## src/rtl/hazard_unit_if.sv

```systemverilog
// ---------------------------------------------------------------------------
// | Module   : hazard_unit_if                                               |
// | Brief    : Pipeline-side signal bundle for the hazard/forwarding unit   |
// | Revision : 1.0                                                          |
// ---------------------------------------------------------------------------
`default_nettype none

interface hazard_unit_if;
  logic [4:0]  id_rs;
  logic [4:0]  id_rt;
  logic        id_use_rs;
  logic        id_use_rt;
  logic        id_branch;
  logic [4:0]  ex_rw;
  logic        ex_reg_write;
  logic        ex_memtoreg;
  logic [4:0]  ex_rs;
  logic [4:0]  ex_rt;
  logic [4:0]  mem_rw;
  logic        mem_reg_write;
  logic [4:0]  wb_rw;
  logic        wb_reg_write;
  logic        pc_write;
  logic        if_id_write;
  logic        if_id_flush;
  logic        wrn;
  logic [1:0]  fwd_a;
  logic [1:0]  fwd_b;
  logic [15:0] stall_cycles;

  modport master (
    output id_rs, id_rt, id_use_rs, id_use_rt, id_branch,
           ex_rw, ex_reg_write, ex_memtoreg, ex_rs, ex_rt,
           mem_rw, mem_reg_write, wb_rw, wb_reg_write,
    input  pc_write, if_id_write, if_id_flush, wrn, fwd_a, fwd_b, stall_cycles
  );

  modport slave (
    input  id_rs, id_rt, id_use_rs, id_use_rt, id_branch,
           ex_rw, ex_reg_write, ex_memtoreg, ex_rs, ex_rt,
           mem_rw, mem_reg_write, wb_rw, wb_reg_write,
    output pc_write, if_id_write, if_id_flush, wrn, fwd_a, fwd_b, stall_cycles
  );
endinterface

`default_nettype wire

```

## src/rtl/hazard_unit.sv

```systemverilog
// ---------------------------------------------------------------------------
// | Module   : hazard_unit                                                  |
// | Brief    : RAW hazard stall sequencer and EX-stage forwarding selects   |
// | Revision : 1.0                                                          |
// ---------------------------------------------------------------------------
`default_nettype none

module hazard_unit #(
  parameter int FWD_EN     = 1,
  parameter int LOAD_STALL = 1
) (
  input  logic         clock,
  input  logic         reset,
  hazard_unit_if.slave bus
);

  localparam logic [1:0] c_load_extra = 2'(LOAD_STALL - 1);

  typedef enum logic [0:0] {
    ST_IDLE  = 1'b0,
    ST_STALL = 1'b1
  } state_t;

  state_t      r_state;
  state_t      w_state_next;
  logic [1:0]  r_cnt;
  logic [1:0]  w_cnt_next;
  logic [15:0] r_stall_cycles;
  logic        w_stall;
  logic        w_ex_hit;
  logic        w_mem_hit;
  logic        w_hazard;
  logic [1:0]  w_extra;
  logic [1:0]  w_fwd_a;
  logic [1:0]  w_fwd_b;

  // Register $0 is hardwired, so it never creates a dependency.
  function automatic logic reg_match(input logic use_src, input logic [4:0] src,
                                     input logic [4:0] dst, input logic wr);
    return use_src && (src == dst) && (dst != 5'd0) && wr;
  endfunction

  function automatic logic [1:0] fwd_sel(input logic [4:0] src);
    logic [1:0] sel;
    sel = 2'b00;
    if (bus.mem_reg_write && (bus.mem_rw != 5'd0) && (bus.mem_rw == src))
      sel = 2'b01;
    else if (bus.wb_reg_write && (bus.wb_rw != 5'd0) && (bus.wb_rw == src))
      sel = 2'b10;
    return sel;
  endfunction

  assign w_ex_hit  = reg_match(bus.id_use_rs, bus.id_rs, bus.ex_rw, bus.ex_reg_write)
                   | reg_match(bus.id_use_rt, bus.id_rt, bus.ex_rw, bus.ex_reg_write);
  assign w_mem_hit = reg_match(bus.id_use_rs, bus.id_rs, bus.mem_rw, bus.mem_reg_write)
                   | reg_match(bus.id_use_rt, bus.id_rt, bus.mem_rw, bus.mem_reg_write);

  // Without forwarding an EX producer needs two bubbles, a MEM producer one.
  assign w_hazard = (FWD_EN != 0) ? (w_ex_hit & bus.ex_memtoreg) : (w_ex_hit | w_mem_hit);
  assign w_extra  = (FWD_EN != 0) ? c_load_extra : {1'b0, w_ex_hit};

  always_comb begin
    w_state_next = r_state;
    w_cnt_next   = r_cnt;
    w_stall      = 1'b0;
    case (r_state)
      ST_IDLE: begin
        if (w_hazard) begin
          w_stall = 1'b1;
          if (w_extra != 2'd0) begin
            w_state_next = ST_STALL;
            w_cnt_next   = w_extra - 2'd1;
          end
        end
      end
      ST_STALL: begin
        w_stall = 1'b1;
        if (r_cnt == 2'd0)
          w_state_next = ST_IDLE;
        else
          w_cnt_next = r_cnt - 2'd1;
      end
      default: w_state_next = ST_IDLE;
    endcase
    // Outputs take their reset values while reset is held, not only after it.
    if (reset)
      w_stall = 1'b0;
  end

  always_ff @(posedge clock or posedge reset) begin
    if (reset) begin
      r_state        <= ST_IDLE;
      r_cnt          <= 2'd0;
      r_stall_cycles <= 16'd0;
    end else begin
      r_state <= w_state_next;
      r_cnt   <= w_cnt_next;
      if (w_stall && (r_stall_cycles != 16'hFFFF))
        r_stall_cycles <= r_stall_cycles + 16'd1;
    end
  end

  always_comb begin
    w_fwd_a = 2'b00;
    w_fwd_b = 2'b00;
    if ((FWD_EN != 0) && !reset) begin
      w_fwd_a = fwd_sel(bus.ex_rs);
      w_fwd_b = fwd_sel(bus.ex_rt);
    end
  end

  assign bus.pc_write     = !w_stall;
  assign bus.if_id_write  = !w_stall;
  assign bus.wrn          = !w_stall;
  assign bus.if_id_flush  = bus.id_branch && !w_stall && !reset;
  assign bus.fwd_a        = w_fwd_a;
  assign bus.fwd_b        = w_fwd_b;
  assign bus.stall_cycles = r_stall_cycles;

endmodule

`default_nettype wire

```

## src/flat_wrapper.sv

```systemverilog
// flat-port wrapper written by rule: the top's interface ports become plain ports
module hazard_unit_flat 
#(
  parameter int FWD_EN     = 1,
  parameter int LOAD_STALL = 1
)
  (clock, reset, bus_id_rs, bus_id_rt, bus_id_use_rs, bus_id_use_rt, bus_id_branch, bus_ex_rw, bus_ex_reg_write, bus_ex_memtoreg, bus_ex_rs, bus_ex_rt, bus_mem_rw, bus_mem_reg_write, bus_wb_rw, bus_wb_reg_write, bus_pc_write, bus_if_id_write, bus_if_id_flush, bus_wrn, bus_fwd_a, bus_fwd_b, bus_stall_cycles);
  hazard_unit_if bus_i ();
  input  logic clock;
  input  logic reset;
  input wire logic [$bits(bus_i.id_rs)-1:0] bus_id_rs;
  input wire logic [$bits(bus_i.id_rt)-1:0] bus_id_rt;
  input wire logic [$bits(bus_i.id_use_rs)-1:0] bus_id_use_rs;
  input wire logic [$bits(bus_i.id_use_rt)-1:0] bus_id_use_rt;
  input wire logic [$bits(bus_i.id_branch)-1:0] bus_id_branch;
  input wire logic [$bits(bus_i.ex_rw)-1:0] bus_ex_rw;
  input wire logic [$bits(bus_i.ex_reg_write)-1:0] bus_ex_reg_write;
  input wire logic [$bits(bus_i.ex_memtoreg)-1:0] bus_ex_memtoreg;
  input wire logic [$bits(bus_i.ex_rs)-1:0] bus_ex_rs;
  input wire logic [$bits(bus_i.ex_rt)-1:0] bus_ex_rt;
  input wire logic [$bits(bus_i.mem_rw)-1:0] bus_mem_rw;
  input wire logic [$bits(bus_i.mem_reg_write)-1:0] bus_mem_reg_write;
  input wire logic [$bits(bus_i.wb_rw)-1:0] bus_wb_rw;
  input wire logic [$bits(bus_i.wb_reg_write)-1:0] bus_wb_reg_write;
  output wire logic [$bits(bus_i.pc_write)-1:0] bus_pc_write;
  output wire logic [$bits(bus_i.if_id_write)-1:0] bus_if_id_write;
  output wire logic [$bits(bus_i.if_id_flush)-1:0] bus_if_id_flush;
  output wire logic [$bits(bus_i.wrn)-1:0] bus_wrn;
  output wire logic [$bits(bus_i.fwd_a)-1:0] bus_fwd_a;
  output wire logic [$bits(bus_i.fwd_b)-1:0] bus_fwd_b;
  output wire logic [$bits(bus_i.stall_cycles)-1:0] bus_stall_cycles;
  assign bus_i.id_rs = bus_id_rs;
  assign bus_i.id_rt = bus_id_rt;
  assign bus_i.id_use_rs = bus_id_use_rs;
  assign bus_i.id_use_rt = bus_id_use_rt;
  assign bus_i.id_branch = bus_id_branch;
  assign bus_i.ex_rw = bus_ex_rw;
  assign bus_i.ex_reg_write = bus_ex_reg_write;
  assign bus_i.ex_memtoreg = bus_ex_memtoreg;
  assign bus_i.ex_rs = bus_ex_rs;
  assign bus_i.ex_rt = bus_ex_rt;
  assign bus_i.mem_rw = bus_mem_rw;
  assign bus_i.mem_reg_write = bus_mem_reg_write;
  assign bus_i.wb_rw = bus_wb_rw;
  assign bus_i.wb_reg_write = bus_wb_reg_write;
  assign bus_pc_write = bus_i.pc_write;
  assign bus_if_id_write = bus_i.if_id_write;
  assign bus_if_id_flush = bus_i.if_id_flush;
  assign bus_wrn = bus_i.wrn;
  assign bus_fwd_a = bus_i.fwd_a;
  assign bus_fwd_b = bus_i.fwd_b;
  assign bus_stall_cycles = bus_i.stall_cycles;
  hazard_unit #(.FWD_EN(FWD_EN), .LOAD_STALL(LOAD_STALL)) u_core (.clock(clock), .reset(reset), .bus(bus_i));
endmodule
```

## config.mk

```make
export PLATFORM = sky130hd
export DESIGN_NAME = hazard_unit_flat
export DESIGN_NICKNAME = d
export VERILOG_FILES = /design/src/rtl/hazard_unit_if.sv /design/src/rtl/hazard_unit.sv /design/src/flat_wrapper.sv
export SDC_FILE = /design/constraint.sdc
export NUM_CORES = 1
export LEC_CHECK = 0
export ABC_CLOCK_PERIOD_IN_PS = 6150
export CAP_MARGIN = 30
export CORE_ASPECT_RATIO = 0.8
export CORE_MARGIN = 4
export CORE_UTILIZATION = 43
export DETAILED_ROUTE_END_ITERATION = 7
export PLACE_DENSITY = 0.82
export SLEW_MARGIN = 20
export SYNTH_ARGS = -nofsm -noshare
export SYNTH_HDL_FRONTEND = slang
export SYNTH_SLANG_ARGS = --single-unit
```

## constraint.sdc

```tcl
create_clock -name clock -period 6.15 [get_ports clock]
set_input_delay 0.615 -clock clock [delete_from_list [all_inputs] [get_ports clock]]
set_output_delay 0.615 -clock clock [all_outputs]
set_load 0.01 [all_outputs]
```

==> Yosys cells after proc, flatten, opt, wreduce, memory -nomap -nowiden <==
Cells that the tools add are included.
{ "totals": {"regBits": 19, "in_bits": 44, "output_inout_bits": 24, "elab_cells": 51} }
{ "op_classes": {"add_sub_neg": 2, "n_eq_ne": 8, "n_mux": 13, "bitwise": 3, "n_reduce_logical": 22} }
{ "op_table": {"columns": ["operator", "n"], "rows": [
  ["$eq A5 B5 Y1", 6],
  ["$add A16 B1 Y16 const B", 1],
  ["$mux W2", 8],
  ["$ne A16 B16 Y1 const B", 1],
  ["$logic_and A1 B1 Y1", 15],
  ["$reduce_bool A5 Y1", 3],
  ["$pmux W1 S2", 2],
  ["$mux W1", 3],
  ["$logic_not A1 Y1", 2],
  ["$logic_not A2 Y1", 1],
  ["$ne A2 B2 Y1 const B", 1],
  ["$reduce_and A2 Y1", 1],
  ["$sub A2 B1 Y2 const B", 1],
  ["$and A1 B1 Y1", 1],
  ["$not A1 Y1", 1],
  ["$or A1 B1 Y1", 1]
]} }

==> Logic depth before layout (Yosys ltp) <==
Gate-level depths: netlist of run 1.
{ "logic_depth": {"word_depth": 12, "mapped_depth": 8, "depth_no_buf": 7} }

==> Worst setup path after synthesis of run 1 <==
No wires, ideal clock.
{ "synth_timing": {"kind": "in2out", "from": "input reset", "to": "output bus_fwd_a[1]", "t_arrival_ns": 2.319, "t_required_ns": 5.535, "setup_slack_ns": 3.216, "path_stages": 5, "n_path_buf": 1, "path_cell_list": "clkbuf_1 inv_1 o211ai_1 or4_1 nor4_1"} }
{ "synth_between": {"elab_chain_len": 1} }
{ "synth_rtl": {"columns": ["item", "line", "source"], "rows": [
  ["from (decl)", "flat_wrapper.sv:10", "input logic reset;"],
  ["$mux W2", "hazard_unit.sv:106", "if ((FWD_EN != 0) && !reset) begin"],
  ["to (decl)", "flat_wrapper.sv:29", "output wire logic [$bits(bus_i.fwd_a)-1:0] bus_fwd_a;"]
]} }
Every way passes these cells.

==> Worst setup path in the final report of run 1 <==
Ends and elaborated chain as after synthesis.

==> results.md, run 1 <==
* Status: finished clean
* Final critical delay including setup and external delays at 3.98 ns
* Effective utilization at floorplan at 0.447
* Site row count at 18
* Pin count of the biggest net entering global routing at 23
* Cell with the largest stage delay on the worst path: inv_1
* Clock latency at the later pin of the worst-skew pair at 0.26 ns
* Static leakage at 0.841 nW
* Buffers plus inverters on the worst setup path at 3
* Drt via density at 5.17
* Hold violation count in the final report at 0
* Synth-to-layout area growth at 53.8%
* Diodes inserted at 0
* Clock tree root driver cell: clkbuf_8
* Final critical-path setup slack at 2.17 ns
* Total number of yosys warnings at 0
* Register clock-pin slew on the reported worst setup and hold paths at 0.07 ns
* Number of DRC markers in iteration 0 at 33
* Total Die Area at 0.00416 mm2
* CTS tree: yes
* DR pass1 iterations at 4
* PD cells at 138 mW/mm2
* Number of top-level pins at 68
* Buffers inserted by post-CTS timing repair at 0
* Routability congestion estimate at 0.970
* Number of placed cells counting well taps at 248
* Number of buffer cells added on primary ports at 67
* Max capacitance violation total at 0
* DP HPWL at 3.13 mm
* Total nets after synthesis at 191
* Post-route clock skew at 0.00634 ns
* Number of enable-type register cells in the synthesized netlist at 0
* Wire length of the first global-routing pass at 6.07 mm
* Post-route setup TNS at 0 ns
* Highest attainable clock frequency at 251 MHz
* CP max stage delay at 0.63 ns
* Element type at the critical path end: output port
* Clock Power Share at 0.300
* Post-synthesis instance total at 145
* Max Transition Viols Final at 0
* CP startpoint kind: input pin
* Number of setup violations in the final report at 0
* Syn avg cell area at 9.45 um2
* Synth Cell Area at 0.00137 mm2
* Class of the most critical hold timing path: reg2reg
* Share of total power in combinational logic at 0.250
* Antenna violations before repair at 0
* Total Wirelength at 3.63 mm
* Share of async-settable or async-resettable flops after synthesis at 1.00
* Routed wire length per instance at 14.4 um
* Die width at 71.1 um
* Via count of the first global-routing pass at 1392
* Floorplan core area at 0.00306 mm2
* Final cycle utilization of the critical path at 0.647
* # nets final at 259
* Power share of the sequential group at 0.450
* Slew margin rel. at 0.480
* Peak supply drop at 0.0000817 V
* Slew at the pin closest to its max-slew limit at 0.779 ns
* Required time at the endpoint of the critical path at 5.53 ns
* CP delay by family, top: buffers and inverters
* Unrepaired setup endpoints after global routing: false
* Number of remaining DRC errors at 0
* Post-CTS Hold Buffers at 0
* Switching Fraction at 0.253
* Largest buffer count on any clock path at 2
* Biggest fanout along the worst timing path at 22
* Library cell appearing most often on the critical path: clkdlybuf4s50_1
* Data arrival time of the critical path at 3.37 ns
* Main synth FF type: dfrtp_1
* Share of synthesized area occupied by flip-flops and latches at 0.347
* Setup slack at placement at 2.11 ns
* Sink count of the clock tree at 19
* Total track usage at 0.180
* Number of H-tree branching levels at 1
* Internal cell power at 0.217 mW
* List of cells traversed by the critical path: clkdlybuf4s50_1, inv_1, o211ai_1, or4_1, nor4_1, clkdlybuf4s50_1
* Sum of overflow across all layers after global routing at 0
* Flip-flop and latch count after synthesis at 19
* Die outline height at 58.5 um
* Non-filler cells, final at 252
* Setup CP Type: in2out
* Fraction of layout instances using a drive strength above 1 at 0.0708
* PostCTS Resize Cnt at 0
* Clock buffers created by TritonCTS at 3
* Number of distinct library cells after synthesis at 31
* Overall via count from detail_route at 1302
* ANT nets after route at 0
* Switch Pwr at 0.0734 mW
[area by class of cell]
type	count	area (um2)
repair buffers	67	671
flip-flops and latches	19	475
clock buffers	3	41.3
multi-input cells	114	835
fillers	245	956
clock inverters	1	5.00
well taps	40	50.0
inverters	8	30.0
[path summary, 6_finish.rpt]
path	start	end	slack, ns	cells past startpoint
worst max-delay path	reset	bus_fwd_a[1]	2.17	6
worst min-delay path	u_core.r_cnt[0]	u_core.r_cnt[0]	0.48	1
worst max register to register	u_core.bus.stall_cycles[0]	u_core.bus.stall_cycles[1]	3.97	6
worst min register to register	u_core.r_cnt[0]	u_core.r_cnt[0]	0.48	1
max in group asynchronous	reset	u_core.bus.stall_cycles[5]	4.65	2
min in group asynchronous	reset	u_core.bus.stall_cycles[10]	1.01	2
[layout by cell type (no fill, tap or decap)]
cell             count
nor3_1               6
nor4_2               1
o211ai_1             1
nand3_2              1
or3_1                3
xnor2_1             25
nor2_1               4
nand3_1              7
ha_1                 2
o21ai_0              2
clkdlybuf4s50_1     67
xor2_1              20
o221ai_1             1
nand2b_1             2
clkbuf_8             3
or2_2                2
or4_1                4
nor4_1               8
mux2_4               1
nand4_1              3
mux2_2               1
inv_1                8
o311a_1              1
a21oi_2              1
clkinv_2             1
o21bai_2             1
o22ai_1              1
nor3_2               3
nand2_1             12
dfrtp_1             19
and3_1               1
[cell usage after synthesis, drive strengths merged (2+ instances only)]
cell type | count | area (um2)
buf | 3 | 26.3
dfrtp | 19 | 475
ha | 2 | 25.0
inv | 8 | 30.0
mux2 | 2 | 26.3
nand2 | 12 | 45.0
nand2b | 2 | 12.5
nand3 | 8 | 45.0
nand4 | 3 | 18.8
nor2 | 4 | 15.0
nor3 | 9 | 60.1
nor4 | 9 | 62.6
o21ai | 2 | 10.0
or2 | 2 | 12.5
or3 | 3 | 18.8
or4 | 4 | 30.0
xnor2 | 25 | 219
xor2 | 20 | 175
[power groups by stage]
stage,Sequential [mW],Combinational [mW],Clock [mW]
floorplan,0.133,0.0272,0
global placement,0.133,0.0705,0
detailed placement,0.133,0.0731,0
CTS,0.130,0.0733,0.0887
global route,0.131,0.0779,0.0949
finish,0.131,0.0726,0.0872
[worst register-to-register path, stage by stage, from the launching register on]
cell and delay, ns:
dfrtp_1 0.44, ha_1 0.24, nand2_1 0.12, or3_1 0.43, o221ai_1 0.18, o21bai_2 0.31, mux2_4 0.35
[routing by layer]
metal / GRT usage / vias up / routed length, um
met1: 0.199 / 606 / 1470
met5: 0 / - / 0
met3: 0.0358 / 7 / 252
met2: 0.345 / 58 / 1870
met4: 0.0617 / 0 / 45
li1: - / 631 / -
[state kept, by name, indices dropped and copies added (netlist names)]
register and cells:
u_core.bus.stall_cycles 16, u_core.r_cnt 2, u_core.r_state 1
[cell families (layout without fill, tap and decap cells)]
logic type	Yosys count	count (layout)	synth area share
simple gates	57	57	0.238
buf+inv	12	79	0.0438
compound gates	8	8	0.0457
fa+ha+maj	2	2	0.0183
mux	2	2	0.0192
flops	19	19	0.347
xor+xnor	45	45	0.288
[per-stage QoR]
step	hold WS (ns)	power, mW	instance area (um2)	utilization
finish	0.481	0.290	2110	0.688
detailed placement	0.470	0.206	2060	0.673
floorplan	0.446	0.160	1370	-
CTS	0.484	0.292	2110	0.688
global route	0.493	0.304	2110	0.688
global placement	0.463	0.203	2060	0.673
Note: power is estimated with default switching activity, not from simulation.
==> inputs of run 2 (changes only) <==
- ABC_CLOCK_PERIOD_IN_PS: 6150 -> 4140
- CORE_UTILIZATION: 43 -> 40
- PLACE_DENSITY: 0.82 -> 0.77
- clock period: 6.15 -> 4.14 ns (I/O delays scaled with it)
==> results.md, run 2 (same netlist as run 1, synthesis figures left out) <==
* Status: finished clean
* Max capacitance violation total at 0
* Slew at the pin closest to its max-slew limit at 0.642 ns
* Buffers inserted by post-CTS timing repair at 0
* Final Core Density at 0.665
* Die width at 73.4 um
* Effective utilization at floorplan at 0.431
* Unrepaired setup endpoints after global routing: false
* Number of placed cells counting well taps at 249
* DP HPWL at 3.27 mm
* Total Wirelength at 3.88 mm
* Combined flip-flop and latch cell area at 475 um2
* Wire length of the first global-routing pass at 6.38 mm
* CTS tree: yes
* Flip-flop count of the largest register after layout at 16
* Die outline height at 60.3 um
* Register clock-pin slew on the reported worst setup and hold paths at 0.07 ns
* Total track usage at 0.185
* Max Transition Viols Final at 0
* Post-route setup TNS at 0 ns
* Multi-input combinational cell area at 835 um2
* List of cells traversed by the critical path: clkdlybuf4s50_1, or4_1, o21ai_0, nor3_1, nor4_1, clkdlybuf4s50_1
* Diodes inserted at 0
* Antenna violations before repair at 0
* Cell with the largest stage delay on the worst path: clkdlybuf4s50_1
* Post-CTS Hold Buffers at 0
* Pin count of the biggest net entering global routing at 22
* Biggest fanout along the worst timing path at 4
* Via count of the first global-routing pass at 1470
* Number of remaining DRC errors at 0
* CP startpoint kind: input pin
* Number of H-tree branching levels at 1
* Element type at the critical path end: output port
* Clock latency at the later pin of the worst-skew pair at 0.25 ns
* Routed wire length per instance at 15.3 um
* Hold violation count in the final report at 0
* Final critical-path setup slack at 0.910 ns
* Sink count of the clock tree at 19
* ANT nets after route at 0
* Placed cell areas at 0.00207 mm2
* PostCTS Resize Cnt at 0
* Drt via density at 5.25
* Final standard cell area without fillers at 0.00211 mm2
* Final cycle utilization of the critical path at 0.780
* Class of the most critical hold timing path: reg2reg
* Number of buffer cells added on primary ports at 67
* DR pass1 iterations at 4
* CP max stage delay at 0.60 ns
* Peak supply drop at 0.000187 V
* Most common cell after layout, fill and taps aside: clkdlybuf4s50_1
* Number of top-level pins at 68
* Slew margin rel. at 0.571
* Floorplan core area at 0.00318 mm2
* Setup slack at placement at 0.921 ns
* Required time at the endpoint of the critical path at 3.73 ns
* # nets final at 260
* Static leakage at 0.843 nW
* Number of DRC markers in iteration 0 at 35
* Post-route clock skew at 0.00164 ns
* Library cell appearing most often on the critical path: clkdlybuf4s50_1
* Data arrival time of the critical path at 2.82 ns
* Sum of overflow across all layers after global routing at 0
* Final critical delay including setup and external delays at 3.23 ns
* Leading cell types in the layout, fill and taps excluded: clkdlybuf4s50_1 (67), xnor2_1 (25), xor2_1 (20)
* Highest attainable clock frequency at 310 MHz
* PD cells at 204 mW/mm2
* Clock tree root driver cell: clkbuf_8
* Largest buffer count on any clock path at 2
* Fraction of layout instances using a drive strength above 1 at 0.0704
* Non-filler cells, final at 253
* Clock buffers created by TritonCTS at 3
* Total Die Area at 0.00443 mm2
* Overall via count from detail_route at 1328
* Synth-to-layout area growth at 54.2%
* Routability congestion estimate at 0.827
* Layout fillers at 253
* Number of setup violations in the final report at 0
* Setup CP Type: in2out
* Site row count at 18
run 2: per-stage QoR:
stage                     hold WS (ns)  power (mW)
after floorplan                  0.446       0.238
after global placement           0.461       0.303
after detailed placement         0.472       0.307
after CTS                        0.486       0.434
after global routing             0.494       0.451
final                            0.483       0.430
run 2: worst paths after layout:
path	start	cells after the start	to	slack, ns
max in group asynchronous	reset	3	u_core.bus.stall_cycles[8]	3.15
max	bus_mem_rw[0]	6	bus_fwd_a[1]	0.91
min in group asynchronous	reset	3	u_core.r_cnt[0]	0.79
min reg2reg	u_core.r_cnt[0]	1	u_core.r_cnt[0]	0.48
max reg2reg	u_core.bus.stall_cycles[0]	7	u_core.bus.stall_cycles[8]	1.90
min	u_core.r_cnt[0]	1	u_core.r_cnt[0]	0.48
run 2: worst max-delay path: cells and delay by family:
| kind | cells | cell delay (ns) |
|---|---|---|
| buf+inv | 2 | 1.07 |
| simple gates | 3 | 0.96 |
| compound gates | 1 | 0.37 |
run 2: where the power goes:
| part | switching (mW) | internal (mW) |
|---|---|---|
| sequential | 0.00489 | 0.189 |
| clock | 0.0588 | 0.0683 |
| combinational | 0.0421 | 0.0672 |
run 2: layout make-up:
class,count,share of cell area
Clock buffer,4,0.0213
Inverter,8,0.0142
Multi-Input combinational cell,114,0.395
Sequential cell,19,0.225
Tap cell,40,0.0237
Timing Repair Buffer,68,0.321
run 2: layer usage:
metal  share of wire  vias to the layer above  wire length (um)  track usage
met3            0.10                        6               407       0.0629
met1            0.41                      619              1580        0.204
met4           0.014                        0                53       0.0543
li1                -                      639                 -            -
met5               0                        -                 0            0
met2            0.47                       64              1840        0.340
